### config.mk
export PLATFORM = sky130hd
export DESIGN_NAME = ps2_mouse_tracker_flat
export DESIGN_NICKNAME = d
export VERILOG_FILES = /design/src/rtl/ps2_mouse_tracker_if.sv /design/src/rtl/ps2_mouse_tracker.sv /design/src/flat_wrapper.sv
export SDC_FILE = /design/constraint.sdc
export NUM_CORES = 1
export LEC_CHECK = 0
export CORE_AREA = 8 8 110 112
export CTS_CLUSTER_DIAMETER = 50
export DETAILED_ROUTE_END_ITERATION = 12
export DIE_AREA = 0 0 118 120
export MAX_ROUTING_LAYER = met4
export PLACE_DENSITY = 0.66
export SYNTH_ARGS = -nofsm -noshare
export SYNTH_HDL_FRONTEND = slang
export SYNTH_SLANG_ARGS = --single-unit
### constraint.sdc
create_clock -name clk_i -period 5.1 [get_ports clk_i]
set_input_delay 1.275 -clock clk_i [delete_from_list [all_inputs] [get_ports clk_i]]
set_output_delay 1.275 -clock clk_i [all_outputs]
set_load 0.01 [all_outputs]
### src/rtl/ps2_mouse_tracker_if.sv
`default_nettype none
// ============================================================================
//  Module      : ps2_mouse_tracker_if
//  Description : Bundle between a PS/2 byte source and the mouse tracker.
//                master = byte source / controller side (drives rx_done,
//                rx_data, home); slave = the tracker (drives pointer state).
//  Signals     : rx_done   - one-cycle byte strobe
//                rx_data   - received byte, valid with rx_done
//                home      - recentre pointer, clear wheel
//                x_pos     - pointer X, 0..X_MAX
//                y_pos     - pointer Y, 0..Y_MAX (down = positive)
//                click_l/r/m - button state of last accepted packet
//                wheel     - signed wheel accumulator
//                pkt_valid - one-cycle pulse on packet update
//                drop_cnt  - saturating count of discarded bytes/packets
//  Revision    : 1.0 - initial release
// ============================================================================
interface ps2_mouse_tracker_if #(
  parameter int POS_W = 10
);
  logic             rx_done;
  logic [7:0]       rx_data;
  logic             home;
  logic [POS_W-1:0] x_pos;
  logic [POS_W-1:0] y_pos;
  logic             click_l;
  logic             click_r;
  logic             click_m;
  logic [7:0]       wheel;
  logic             pkt_valid;
  logic [7:0]       drop_cnt;

  modport master (
    output rx_done, rx_data, home,
    input  x_pos, y_pos, click_l, click_r, click_m, wheel, pkt_valid, drop_cnt
  );

  modport slave (
    input  rx_done, rx_data, home,
    output x_pos, y_pos, click_l, click_r, click_m, wheel, pkt_valid, drop_cnt
  );
endinterface
`default_nettype wire

### src/rtl/ps2_mouse_tracker.sv
`default_nettype none
// ============================================================================
//  Module      : ps2_mouse_tracker
//  Description : PS/2 mouse packet decoder and pointer tracker. Frames
//                3-byte (or 4-byte wheel) packets from a byte stream,
//                resynchronises on bad headers or inter-byte timeout, and
//                keeps clamped X/Y, button state and a saturating wheel.
//  Ports       : clk_i    - clock, rising edge
//                reset_ni - asynchronous active-low reset
//                bus      - ps2_mouse_tracker_if.slave (byte input, home,
//                           pointer/button/wheel/status outputs)
//  Revision    : 1.0 - initial release
// ============================================================================
module ps2_mouse_tracker #(
  parameter int POS_W       = 10,
  parameter int X_MAX       = 639,
  parameter int Y_MAX       = 479,
  parameter int X_INIT      = 320,
  parameter int Y_INIT      = 240,
  parameter int WHEEL_EN    = 0,
  parameter int SCALE_SHIFT = 0,
  parameter int TIMEOUT_CYC = 2_000_000
) (
  input logic                clk_i,
  input logic                reset_ni,
  ps2_mouse_tracker_if.slave bus
);

  // Sum width: wide enough that position +/- a 9-bit delta never wraps.
  localparam int CW    = ((POS_W > 9) ? POS_W : 9) + 2;
  localparam int TMO_W = (TIMEOUT_CYC > 1) ? $clog2(TIMEOUT_CYC) : 1;

  localparam logic [TMO_W-1:0]    TMO_LAST = TMO_W'(TIMEOUT_CYC - 1);
  localparam logic signed [CW-1:0] X_MAX_S = CW'(X_MAX);
  localparam logic signed [CW-1:0] Y_MAX_S = CW'(Y_MAX);
  localparam logic signed [8:0]    W_MAX_S = 9'sd127;
  localparam logic signed [8:0]    W_MIN_S = -9'sd128;

  typedef enum logic [2:0] {
    S_B0  = 3'd0,
    S_B1  = 3'd1,
    S_B2  = 3'd2,
    S_B3  = 3'd3,
    S_UPD = 3'd4
  } state_t;

  state_t           state_q, state_d;
  logic [TMO_W-1:0] tmo_q, tmo_d;

  // Latched packet fields
  logic [2:0]       pbtn_q, pbtn_d;
  logic             xs_q, xs_d, ys_q, ys_d, xo_q, xo_d, yo_q, yo_d;
  logic [7:0]       xb_q, xb_d, yb_q, yb_d;
  logic [3:0]       wb_q, wb_d;

  // Output registers
  logic [POS_W-1:0] x_q, x_d, y_q, y_d;
  logic [2:0]       btn_q, btn_d;
  logic [7:0]       wheel_q, wheel_d;
  logic             pv_q, pv_d;
  logic [7:0]       drop_q, drop_d;

  logic             drop_inc_w;

  // Datapath wires
  logic signed [8:0]    dx_raw_w, dy_raw_w, dx_w, dy_w;
  logic signed [CW-1:0] xsum_w, ysum_w;
  logic [POS_W-1:0]     x_new_w, y_new_w;
  logic signed [8:0]    wsum_w;
  logic [7:0]           wheel_new_w;

  // --------------------------------------------------------------------------
  // Framing FSM
  // --------------------------------------------------------------------------
  always_comb begin
    state_d    = state_q;
    tmo_d      = tmo_q;
    pbtn_d     = pbtn_q;
    xs_d       = xs_q;
    ys_d       = ys_q;
    xo_d       = xo_q;
    yo_d       = yo_q;
    xb_d       = xb_q;
    yb_d       = yb_q;
    wb_d       = wb_q;
    drop_inc_w = 1'b0;

    case (state_q)
      // UPD behaves like B0 for an incoming byte so a header arriving
      // right after the last byte of a packet is not lost.
      S_B0, S_UPD: begin
        state_d = S_B0;
        tmo_d   = '0;
        if (bus.rx_done) begin
          if (bus.rx_data[3]) begin
            pbtn_d  = bus.rx_data[2:0];
            xs_d    = bus.rx_data[4];
            ys_d    = bus.rx_data[5];
            xo_d    = bus.rx_data[6];
            yo_d    = bus.rx_data[7];
            state_d = S_B1;
          end else begin
            drop_inc_w = 1'b1;
          end
        end
      end

      S_B1, S_B2, S_B3: begin
        if (bus.rx_done) begin
          tmo_d = '0;
          case (state_q)
            S_B1: begin
              xb_d    = bus.rx_data;
              state_d = S_B2;
            end
            S_B2: begin
              yb_d    = bus.rx_data;
              state_d = (WHEEL_EN != 0) ? S_B3 : S_UPD;
            end
            default: begin
              wb_d    = bus.rx_data[3:0];
              state_d = S_UPD;
            end
          endcase
        end else if (tmo_q == TMO_LAST) begin
          // Stalled partial packet: abandon it and count one drop.
          tmo_d      = '0;
          state_d    = S_B0;
          drop_inc_w = 1'b1;
        end else begin
          tmo_d = tmo_q + TMO_W'(1);
        end
      end

      default: begin
        state_d = S_B0;
        tmo_d   = '0;
      end
    endcase
  end

  // --------------------------------------------------------------------------
  // Delta, coordinate and wheel arithmetic
  // --------------------------------------------------------------------------
  always_comb begin
    dx_raw_w = $signed({xs_q, xb_q});
    dy_raw_w = $signed({ys_q, yb_q});
    dx_w     = xo_q ? 9'sd0 : (dx_raw_w >>> SCALE_SHIFT);
    dy_w     = yo_q ? 9'sd0 : (dy_raw_w >>> SCALE_SHIFT);

    xsum_w = $signed(CW'(x_q)) + CW'(dx_w);
    // PS/2 +Y is up, screen +Y is down.
    ysum_w = $signed(CW'(y_q)) - CW'(dy_w);

    if (xsum_w < 0)            x_new_w = '0;
    else if (xsum_w > X_MAX_S) x_new_w = POS_W'(X_MAX);
    else                       x_new_w = POS_W'(xsum_w);

    if (ysum_w < 0)            y_new_w = '0;
    else if (ysum_w > Y_MAX_S) y_new_w = POS_W'(Y_MAX);
    else                       y_new_w = POS_W'(ysum_w);

    wsum_w = $signed({wheel_q[7], wheel_q}) + $signed({{5{wb_q[3]}}, wb_q});
    if (wsum_w > W_MAX_S)      wheel_new_w = 8'h7F;
    else if (wsum_w < W_MIN_S) wheel_new_w = 8'h80;
    else                       wheel_new_w = 8'(wsum_w);
  end

  // --------------------------------------------------------------------------
  // Output register next-state
  // --------------------------------------------------------------------------
  always_comb begin
    x_d     = x_q;
    y_d     = y_q;
    btn_d   = btn_q;
    wheel_d = wheel_q;
    pv_d    = 1'b0;
    drop_d  = drop_q;

    if (state_q == S_UPD) begin
      x_d   = x_new_w;
      y_d   = y_new_w;
      btn_d = pbtn_q;
      pv_d  = 1'b1;
      if (WHEEL_EN != 0) begin
        wheel_d = wheel_new_w;
      end
    end

    // home overrides a simultaneous packet for position and wheel only.
    if (bus.home) begin
      x_d     = POS_W'(X_INIT);
      y_d     = POS_W'(Y_INIT);
      wheel_d = '0;
    end

    if (drop_inc_w && (drop_q != 8'hFF)) begin
      drop_d = drop_q + 8'd1;
    end
  end

  // --------------------------------------------------------------------------
  // State registers
  // --------------------------------------------------------------------------
  always_ff @(posedge clk_i or negedge reset_ni) begin
    if (!reset_ni) begin
      state_q <= S_B0;
      tmo_q   <= '0;
      pbtn_q  <= '0;
      xs_q    <= 1'b0;
      ys_q    <= 1'b0;
      xo_q    <= 1'b0;
      yo_q    <= 1'b0;
      xb_q    <= '0;
      yb_q    <= '0;
      wb_q    <= '0;
      x_q     <= POS_W'(X_INIT);
      y_q     <= POS_W'(Y_INIT);
      btn_q   <= '0;
      wheel_q <= '0;
      pv_q    <= 1'b0;
      drop_q  <= '0;
    end else begin
      state_q <= state_d;
      tmo_q   <= tmo_d;
      pbtn_q  <= pbtn_d;
      xs_q    <= xs_d;
      ys_q    <= ys_d;
      xo_q    <= xo_d;
      yo_q    <= yo_d;
      xb_q    <= xb_d;
      yb_q    <= yb_d;
      wb_q    <= wb_d;
      x_q     <= x_d;
      y_q     <= y_d;
      btn_q   <= btn_d;
      wheel_q <= wheel_d;
      pv_q    <= pv_d;
      drop_q  <= drop_d;
    end
  end

  assign bus.x_pos     = x_q;
  assign bus.y_pos     = y_q;
  assign bus.click_l   = btn_q[0];
  assign bus.click_r   = btn_q[1];
  assign bus.click_m   = btn_q[2];
  assign bus.wheel     = wheel_q;
  assign bus.pkt_valid = pv_q;
  assign bus.drop_cnt  = drop_q;

endmodule
`default_nettype wire

### src/flat_wrapper.sv
// flat-port wrapper written by rule: the top's interface ports become plain ports
module ps2_mouse_tracker_flat 
#(
  parameter int POS_W       = 10,
  parameter int X_MAX       = 639,
  parameter int Y_MAX       = 479,
  parameter int X_INIT      = 320,
  parameter int Y_INIT      = 240,
  parameter int WHEEL_EN    = 0,
  parameter int SCALE_SHIFT = 0,
  parameter int TIMEOUT_CYC = 2_000_000
)
  (clk_i, reset_ni, bus_rx_done, bus_rx_data, bus_home, bus_x_pos, bus_y_pos, bus_click_l, bus_click_r, bus_click_m, bus_wheel, bus_pkt_valid, bus_drop_cnt);
  ps2_mouse_tracker_if #(.POS_W(POS_W)) bus_i ();
  input logic clk_i;
  input logic reset_ni;
  input wire logic [$bits(bus_i.rx_done)-1:0] bus_rx_done;
  input wire logic [$bits(bus_i.rx_data)-1:0] bus_rx_data;
  input wire logic [$bits(bus_i.home)-1:0] bus_home;
  output wire logic [$bits(bus_i.x_pos)-1:0] bus_x_pos;
  output wire logic [$bits(bus_i.y_pos)-1:0] bus_y_pos;
  output wire logic [$bits(bus_i.click_l)-1:0] bus_click_l;
  output wire logic [$bits(bus_i.click_r)-1:0] bus_click_r;
  output wire logic [$bits(bus_i.click_m)-1:0] bus_click_m;
  output wire logic [$bits(bus_i.wheel)-1:0] bus_wheel;
  output wire logic [$bits(bus_i.pkt_valid)-1:0] bus_pkt_valid;
  output wire logic [$bits(bus_i.drop_cnt)-1:0] bus_drop_cnt;
  assign bus_i.rx_done = bus_rx_done;
  assign bus_i.rx_data = bus_rx_data;
  assign bus_i.home = bus_home;
  assign bus_x_pos = bus_i.x_pos;
  assign bus_y_pos = bus_i.y_pos;
  assign bus_click_l = bus_i.click_l;
  assign bus_click_r = bus_i.click_r;
  assign bus_click_m = bus_i.click_m;
  assign bus_wheel = bus_i.wheel;
  assign bus_pkt_valid = bus_i.pkt_valid;
  assign bus_drop_cnt = bus_i.drop_cnt;
  ps2_mouse_tracker #(.POS_W(POS_W), .X_MAX(X_MAX), .Y_MAX(Y_MAX), .X_INIT(X_INIT), .Y_INIT(Y_INIT), .WHEEL_EN(WHEEL_EN), .SCALE_SHIFT(SCALE_SHIFT), .TIMEOUT_CYC(TIMEOUT_CYC)) u_core (.clk_i(clk_i), .reset_ni(reset_ni), .bus(bus_i));
endmodule
==> results of run 1 <==
## cell type report
cell class              count  area (um^2)
fillers                   981         5200
multi-input cells         348         2460
flip-flops and latches     79         1980
repair buffers             43          428
well taps                 140          175
clock buffers              10          128
clock inverters             6         91.3
inverters                  13         48.8
## where the power goes
group | total (mW) | internal, mW | switching [mW]
logic | 0.759 | 0.376 | 0.383
registers | 0.815 | 0.734 | 0.0812
clock network | 0.516 | 0.279 | 0.237
## layer usage
metal	vias to the layer above	global-route usage, %	share of wire (%)
met2	62	23.5	47
met3	13	4.09	4.6
met5	-	-	0
met4	0	4.24	1.2
li1	1661	-	-
met1	1602	17.4	47
## cell usage in the layout (no fill, tap or decap), types with 3 or more instances in the layout
cell,synthesis,layout
a31oi_1,3,3
xor2_1,14,14
clkbuf_8,1,9
nor3_1,4,4
nor2_1,44,44
ha_1,25,25
o21a_1,8,8
mux2_2,24,24
nand2b_1,15,15
nand4_1,7,7
nand3_1,16,16
clkdlybuf4s50_1,0,42
o21ai_0,15,15
and3_1,12,12
inv_1,13,13
a21oi_1,17,17
dfstp_2,6,6
nor2b_1,14,14
a22oi_1,8,8
or2_2,4,4
nand2_1,32,32
a21o_1,6,6
conb_1,1,8
xnor2_1,24,24
dfrtp_1,73,73
## how the worst max path moves through the flow
stage                          endpoint  slack [ns]  cells after the start
finish              u_core.bus.y_pos[5]        1.76                     12
global route        u_core.bus.x_pos[0]        1.49                     11
CTS                 u_core.bus.y_pos[2]        1.73                     12
detailed placement  u_core.bus.y_pos[2]        1.75                     12
global placement    u_core.bus.y_pos[5]        1.78                     12
floorplan           u_core.bus.y_pos[5]        1.98                     13
## worst max-delay path: stages (launching register included)
cell and delay, ns:
dfrtp_1 0.46, nor2b_1 0.17, ha_1 0.18, inv_1 0.05, fa_1 0.39, a21o_1 0.21, a21oi_2 0.21, o21ai_2 0.12
or3_2 0.47, and3_1 0.16, or3_4 0.40, a41oi_4 0.26, a41o_1 0.21
## state kept, by name, indices dropped and copies added (netlist names)
name                  cells
u_core.bus.y_pos         10
u_core.btn_q              3
u_core.xb_q               8
u_core.pbtn_q             3
u_core.yb_q               8
u_core.yo_q               1
u_core.bus.pkt_valid      1
u_core.bus.drop_cnt       8
u_core.state_q            3
u_core.bus.x_pos         10
u_core.tmo_q             21
u_core.ys_q               1
u_core.xs_q               1
u_core.xo_q               1
## kinds of logic after synthesis
kind of cell    synth area share, %
fa+ha+maj                      7.70
other cells                  0.0819
compound gates                 13.0
xor+xnor                       7.27
buf+inv                        3.74
flops                          43.3
simple gates                   18.6
mux                            6.34
==> metrics, run 1 <==
Worst Setup SP=u_core.yo_q; synth warn=0; Post-synth top cells=73 x dfrtp_1, 44 x nor2_1, 32 x nand2_1, 25 x ha_1; Ports=52; Post-synth EDFFs=0; initial antenna violation count=0; Hold Violations, Final=0; vias in the first global route=3391; Clock transition at path regs=0.08 ns; CTS tree=done; Syn Area/Cell=10.1 um^2; DR vias=3338; leakage power total=2.28 nW; Vias/cell=5.22; final core utilization=50.5%; r2r endpoint=u_core.bus.y_pos[5]; Pre-Repair DR Iteration Count=4; grt ovf=0; hold path start=u_core.btn_q[2]; first-pass GRT wire length=16500 um; placed cell count=623; post-CTS resize count=0; CP Max Fanout=10; antenna cells=0; Synth Register Bits=79; min cycle time layout=3.34 ns; Worst R2R Path Depth=12; cell count after synthesis=453; Critical Path RT=5.40 ns; Rel. slew slack=29.5%; FFs w/ async S/R, synth=100%; GRT Total Usage=14.5%; Placer Congestion=0.871; fin area=5310 um^2; most numerous cell in the Yosys netlist=dfrtp_1; hold depth=2; Final Max Tran Viols=0; Post-Place Setup Slack=1.75 ns; run status=finished, final reports clean; CP endpoint kind=flop; post-layout instance count excluding filler cells=639; Worst Hold Class=reg2reg; dpl hpwl=7190 um; WL/cell=15.0 um; CTS Hold Bufs=0; sequential-to-total area share from yosys stat=43.3%; VDD IR max=0.227 mV; Antenna Nets Post-Route=0; input/output buffers=43; flop2flop setup slack=1.76 ns; WHS Endpoint=u_core.btn_q[2]; drt initial violations=152; Post-Route WL=9570 um; CTS root buf=clkbuf_8; Num CTS Buffers=9; ys flop type=dfrtp_1; Power Density=394 nW/um^2; Layout area overhead=16.0%; crit path kind=reg2reg; Synth area leaders=dfrtp_1 40%, ha_1 6.8%, mux2_2 5.9%; # rows=38; TNS Setup=0 ns; post-CTS setup repair buffer count=0; Setup crit start kind=flop; Bufs on Longest Clock Path=2; Arr. time, crit path=3.64 ns; mapped cell area=4580 um^2; Core ar.=10500 um^2; layout cells sized above 1=12.8%; number of H-tree levels=3; total power draw=2.09 mW; Synth area leader=dfrtp_1; Clock Skews=0.00997 ns; largest net degree at the start of global routing=80; Final period util=65.5%; post-place instance area=5090 um^2; top-area cell type share of the netlist area=39.9%; Die Width=118 um; clk sinks=79; drc violations=0; Tightest Pin Transition=1.04 ns; Min Hold Slack=0.479 ns; Yosys cell types=63; unrepaired setup endpoints after global routing=false; reg2reg start=u_core.yo_q; Die Area=14200 um^2; die height=120 um; Finish-stage setup viols=0; max cap viols=0; starting density of the core=43.6%; final setup margin=1.76 ns; worst skew pair latency=0.35 ns; fmax=299 MHz; layout net count=533
Power figures use the tool's default switching activity.
==> run 2: changes to the inputs <==
Clock period 5.1 ns to 3.3 ns, I/O delays scaled along.
==> run 2 against run 1 <==
  * Power up 55%
  * Non-clock buffer count increased by 12
  * Die area unchanged
  * Largest power group unchanged
  * Highest routed layer unchanged
==> metrics, run 2 (same netlist as run 1, synthesis figures left out) <==
Placer Congestion=0.890 (+2.2%); Int Pwr=2.14 mW (+54%); GRT Total Usage=14.6% (+0.065 points); min cycle time layout=3.11 ns (-0.231 ns); layout net count=545 (+2.3%); Clock transition at path regs=0.08 ns (about the same); largest net degree at the start of global routing=80 (unchanged); combinational share of power=38.1% (+1.8 points); met2 WL=4600 um (+3.1%); TNS Setup=0 ns (unchanged); Top Metal Used=met4; Die Width=118 um (unchanged); Clk pwr share=22.8% (-1.9 points); antenna cells=0 (unchanged); most frequent cells in the layout=73 x dfrtp_1, 44 x nor2_1, 42 x clkdlybuf4s50_1; initial antenna violation count=0 (unchanged); drc violations=0 (unchanged); total power draw=3.23 mW (+55%); Post-Route WL=9650 um (+0.83%); Flop pwr share=39.1% (about the same); Pre-Repair DR Iteration Count=4 (unchanged); run status=finished, final reports clean; Core ar.=10500 um^2 (unchanged); Ports=52 (unchanged); unrepaired setup endpoints after global routing=false; Tightest Pin Transition=0.969 ns (-0.0733 ns); # rows=38 (unchanged); layout cells sized above 1=16.2% (+3.4 points); DR vias=3411 (+2.2%); Net Sw Frac=33.6% (+0.11 points); Post-Place Setup Slack=0.105 ns (-1.64 ns); Finish-stage setup viols=0 (unchanged); CTS Hold Bufs=0 (unchanged); Power Density=597 nW/um^2 (+52%); Worst Hold Class=reg2reg; dpl hpwl=7280 um (+1.2%); starting density of the core=43.6% (unchanged); flop2flop setup slack=0.19 ns (-1.57 ns); CP Max Fanout=6 (-4); WL/cell=14.8 um (-1.0%); Hold Violations, Final=0 (unchanged); largest register by flop count=u_core.tmo_q; Vias/cell=5.24 (+0.30%); max cap viols=0 (unchanged); Critical Path RT=3.59 ns (-1.81 ns); Bufs on Longest Clock Path=2 (unchanged); Final period util=94.3% (+29 points); Num CTS Buffers=9 (unchanged); Antenna Nets Post-Route=0 (unchanged); commonest non-fill, non-tap cell in the layout=dfrtp_1; input/output buffers=43 (unchanged); worst skew pair latency=0.35 ns (about the same); drt initial violations=174 (+14%); CTS tree=done; sw power=1.09 mW (+55%); Layout area overhead=18.1%; final setup margin=0.188 ns (-1.57 ns); Rel. slew slack=35.4% (+5.9 points); vias in the first global route=3371 (-0.59%); VDD IR max=0.309 mV (+37%); fmax=321 MHz (+7.4%); fillcell total=989 (+0.82%); Arr. time, crit path=3.41 ns (-0.23 ns); final core utilization=51.5% (+0.94 points); number of H-tree levels=3 (unchanged); Final Max Tran Viols=0 (unchanged); CP endpoint kind=flop; Clock Skews=0.00920 ns (-0.000771 ns); clk sinks=79 (unchanged); Die Area=14200 um^2 (unchanged); CTS root buf=clkbuf_8; M1 WL=4450 um (-2.1%); Setup crit start kind=flop; first-pass GRT wire length=16700 um (+1.1%); leakage power total=2.34 nW (+2.4%); max FFs per register=21 (unchanged); die height=120 um (unchanged); grt ovf=0 (unchanged); Min Hold Slack=0.475 ns (-0.00394 ns); Met3 Wirelength=486 um (+11%); crit path kind=reg2reg
-- run 2: changes by cell type in the layout (fill, tap and decap cells not counted), sizes merged --
cell      delta
clkinv       +1
inv          -2
buf         +12
clkinvlp     +1
clkbuf       +1
bufinv       -1
-- run 2: cell type report --
type	instances	area, um^2	share of cell area (%)
multi-input cells	348	2480	45.8
flip-flops and latches	79	1980	36.7
repair buffers	55	518	9.57
well taps	140	175	3.24
clock buffers	11	151	2.80
clock inverters	5	56.3	1.04
inverters	13	48.8	0.902
-- run 2: path summary, 6_finish.rpt --
kind / from / endpoint / depth (start not counted)
max: u_core.yo_q / u_core.bus.y_pos[5] / 12
min: u_core.btn_q[2] / u_core.btn_q[2] / 2
max reg2reg: u_core.yo_q / u_core.bus.y_pos[5] / 12
min reg2reg: u_core.btn_q[2] / u_core.btn_q[2] / 2
max in group asynchronous: reset_ni / u_core.tmo_q[4] / 1
min in group asynchronous: reset_ni / u_core.bus.x_pos[0] / 1
-- run 2: repair_timing --
item	4_1_cts	5_1_grt
resized for setup	0	6
setup buffers	0	1
endpoints found under the hold margin	0	0
endpoints found under the setup margin	0	12
-- run 2: per-layer routing --
layer | GRT usage [%] | up-vias
li1 | - | 1689
met1 | 17.5 | 1630
met2 | 23.9 | 79
met3 | 3.95 | 13
met4 | 3.92 | 0
met5 | - | -
-- run 2: critical path, stage by stage (launching register included) --
cell,delay [ns]
dfrtp_1,0.42
nor2b_2,0.13
ha_2,0.19
inv_1,0.05
fa_2,0.34
a21o_1,0.20
a21oi_2,0.16
o21ai_2,0.09
or3_2,0.46
and3_1,0.15
or3_4,0.40
a41oi_4,0.26
a41o_1,0.20
-- run 2: metrics by stage --
step           instances  cell area (um^2)
2_1_floorplan        460              4610
3_3_place_gp         634              5170
3_5_place_dp         634              5170
4_1_cts              650              5380
5_1_grt              651              5410
6_report             651              5410
-- run 2: power by group through the flow --
stage          Combinational (mW)  Clock [mW]  Sequential, mW
2_1_floorplan               0.851           0            1.26
3_3_place_gp                 1.19           0            1.27
3_5_place_dp                 1.20           0            1.28
4_1_cts                      1.21       0.765            1.26
5_1_grt                      1.37       0.806            1.29
6_report                     1.23       0.738            1.26
==> run 3: changes to the inputs <==
Settings changed: DONT_BUFFER_PORTS from default to 1, PLACE_DENSITY 0.66 to default.
==> run 3 against run 2 <==
  * Clock power increased by 9.3%
  * Global-route usage is 0.34 points higher
  * Maximum frequency down 0.15%
  * Highest routed layer unchanged
  * Critical path depth did not move
  * Critical path type unchanged
  * Combinational power down 15%
  * Die area stayed put
  * Count of clock-buffer cells in the layout is 2 lower
  * First-iteration DRC count increased by 37%
  * Largest cell class unchanged
==> metrics, run 3 (same netlist as run 1, synthesis figures left out) <==
Min Hold Slack=0.167 ns (-0.308 ns); unrepaired setup endpoints after global routing=false; VDD IR max=0.352 mV (+14%); fillcell total=1031 (+4.2%); most frequent cells in the layout=73 x dfrtp_1, 44 x nor2_1, 32 x nand2_1; largest net degree at the start of global routing=80 (unchanged); clk sinks=79 (unchanged); run status=finished, final reports clean; CTS tree=done; layout cells sized above 1=16.3% (+0.031 points); dpl hpwl=7410 um (+1.8%); Final Max Tran Viols=0 (unchanged); Critical Path RT=3.59 ns (about the same); Power Density=631 nW/um^2 (+5.8%); Num CTS Buffers=9 (unchanged); Ports=52 (unchanged); Finish-stage setup viols=0 (unchanged); number of H-tree levels=3 (unchanged); Bufs on Longest Clock Path=2 (unchanged); # rows=38 (unchanged); Rel. slew slack=39.2% (+3.8 points); CP Max Fanout=6 (unchanged); DR vias=3280 (-3.8%); Core ar.=10500 um^2 (unchanged); Top Metal Used=met4; initial antenna violation count=0 (unchanged); min cycle time layout=3.12 ns (+0.00463 ns); WL/cell=16.3 um (+10%); grt ovf=0 (unchanged); worst skew pair latency=0.35 ns (about the same); Worst Hold Class=in2async; CTS root buf=clkbuf_8; die height=120 um (unchanged); final core utilization=47.3% (-4.2 points); Tightest Pin Transition=0.909 ns (-0.0598 ns); starting density of the core=43.6% (unchanged); drt initial violations=239 (+37%); max FFs per register=21 (unchanged); drc violations=0 (unchanged); largest register by flop count=u_core.tmo_q; Met3 Wirelength=574 um (+18%); fmax=321 MHz (-0.15%); max cap viols=0 (unchanged); CTS Hold Bufs=0 (unchanged); Placer Congestion=0.877 (-1.5%); Clock Skews=0.0113 ns (+0.00208 ns); Pre-Repair DR Iteration Count=4 (unchanged); leakage power total=2.17 nW (-7.1%); first-pass GRT wire length=16700 um (+0.29%); layout net count=501 (-8.1%); CP endpoint kind=flop; Hold Violations, Final=0 (unchanged); crit path kind=reg2reg; met2 WL=4840 um (+5.2%); Layout area overhead=8.55%; Vias/cell=5.40 (+3.1%); antenna cells=0 (unchanged); input/output buffers=0 (-100%); GRT Total Usage=14.9% (+0.34 points); Arr. time, crit path=3.41 ns (about the same); M1 WL=4380 um (-1.6%); Setup crit start kind=flop; TNS Setup=0 ns (unchanged); Post-Route WL=9910 um (+2.7%); commonest non-fill, non-tap cell in the layout=dfrtp_1; Clock transition at path regs=0.09 ns (about the same); Die Width=118 um (unchanged); vias in the first global route=3284 (-2.6%); Antenna Nets Post-Route=0 (unchanged); Final period util=94.4% (+0.14 points); Die Area=14200 um^2 (unchanged)
## run 3: changes by cell type in the layout (fill, tap and decap cells not counted), sizes merged
cell	change
buf	-2
bufinv	+1
clkbuf	-2
clkdlybuf4s50	-42
clkinvlp	+1
## run 3: repair_timing
| action | in CTS | in global routing |
|---|---|---|
| endpoints found under the setup margin | 0 | 6 |
| resized for setup | 0 | 1 |
| setup buffers | 0 | 1 |
## run 3: metal layers
metal | vias up | track usage, %
met2 | 76 | 24.9
met5 | - | -
li1 | 1593 | -
met4 | 0 | 3.52
met1 | 1599 | 17.4
met3 | 12 | 4.60
## run 3: layout make-up
type | count | area, um^2 | share of cell area, %
Timing Repair Buffer | 11 | 82.6 | 1.66
Multi-Input combinational cell | 348 | 2460 | 49.5
Clock buffer | 9 | 124 | 2.49
Sequential cell | 79 | 1980 | 39.9
Tap cell | 140 | 175 | 3.52
Inverter | 13 | 48.8 | 0.982
Clock inverter | 7 | 97.6 | 1.96
## run 3: through the flow
| stage | instance area (um^2) | std cells | power (mW) | worst slack, ns |
|---|---|---|---|---|
| floorplan | 4610 | 460 | 2.12 | 0.177 |
| global placement | 4740 | 590 | 2.30 | 0.166 |
| detailed placement | 4740 | 590 | 2.33 | 0.0854 |
| CTS | 4960 | 606 | 3.15 | 0.0723 |
| global route | 4970 | 607 | 3.36 | 0.00351 |
| finish | 4970 | 607 | 3.14 | 0.184 |
## run 3: final timing paths
path,startpoint,endpoint,slack [ns],cells past startpoint
min in group clk_i,u_core.xb_q[2],u_core.xb_q[2],0.51,1
max in group asynchronous,reset_ni,u_core.bus.y_pos[6],2.93,0
setup reg to reg,u_core.yo_q,u_core.bus.y_pos[5],0.18,12
hold reg to reg,u_core.xb_q[2],u_core.xb_q[2],0.51,1
setup / recovery,u_core.yo_q,u_core.bus.y_pos[5],0.18,12
hold / removal,reset_ni,u_core.bus.x_pos[3],0.17,0
## run 3: critical path, stage by stage (launching register included)
cell	delay, ns
dfrtp_1	0.39
nor2b_1	0.12
ha_1	0.17
inv_1	0.06
fa_2	0.35
a21o_1	0.20
a21oi_2	0.17
o21ai_2	0.09
or3_2	0.46
and3_1	0.17
or3_4	0.40
a41oi_4	0.28
a41o_1	0.21
## run 3: where the power goes
| group | internal [mW] | leakage, nW | switching (mW) |
|---|---|---|---|
| registers | 1.13 | 1.02 | 0.156 |
| logic | 0.500 | 1.04 | 0.542 |
| clock network | 0.427 | 0.105 | 0.380 |
| total | 2.06 | 2.17 | 1.08 |
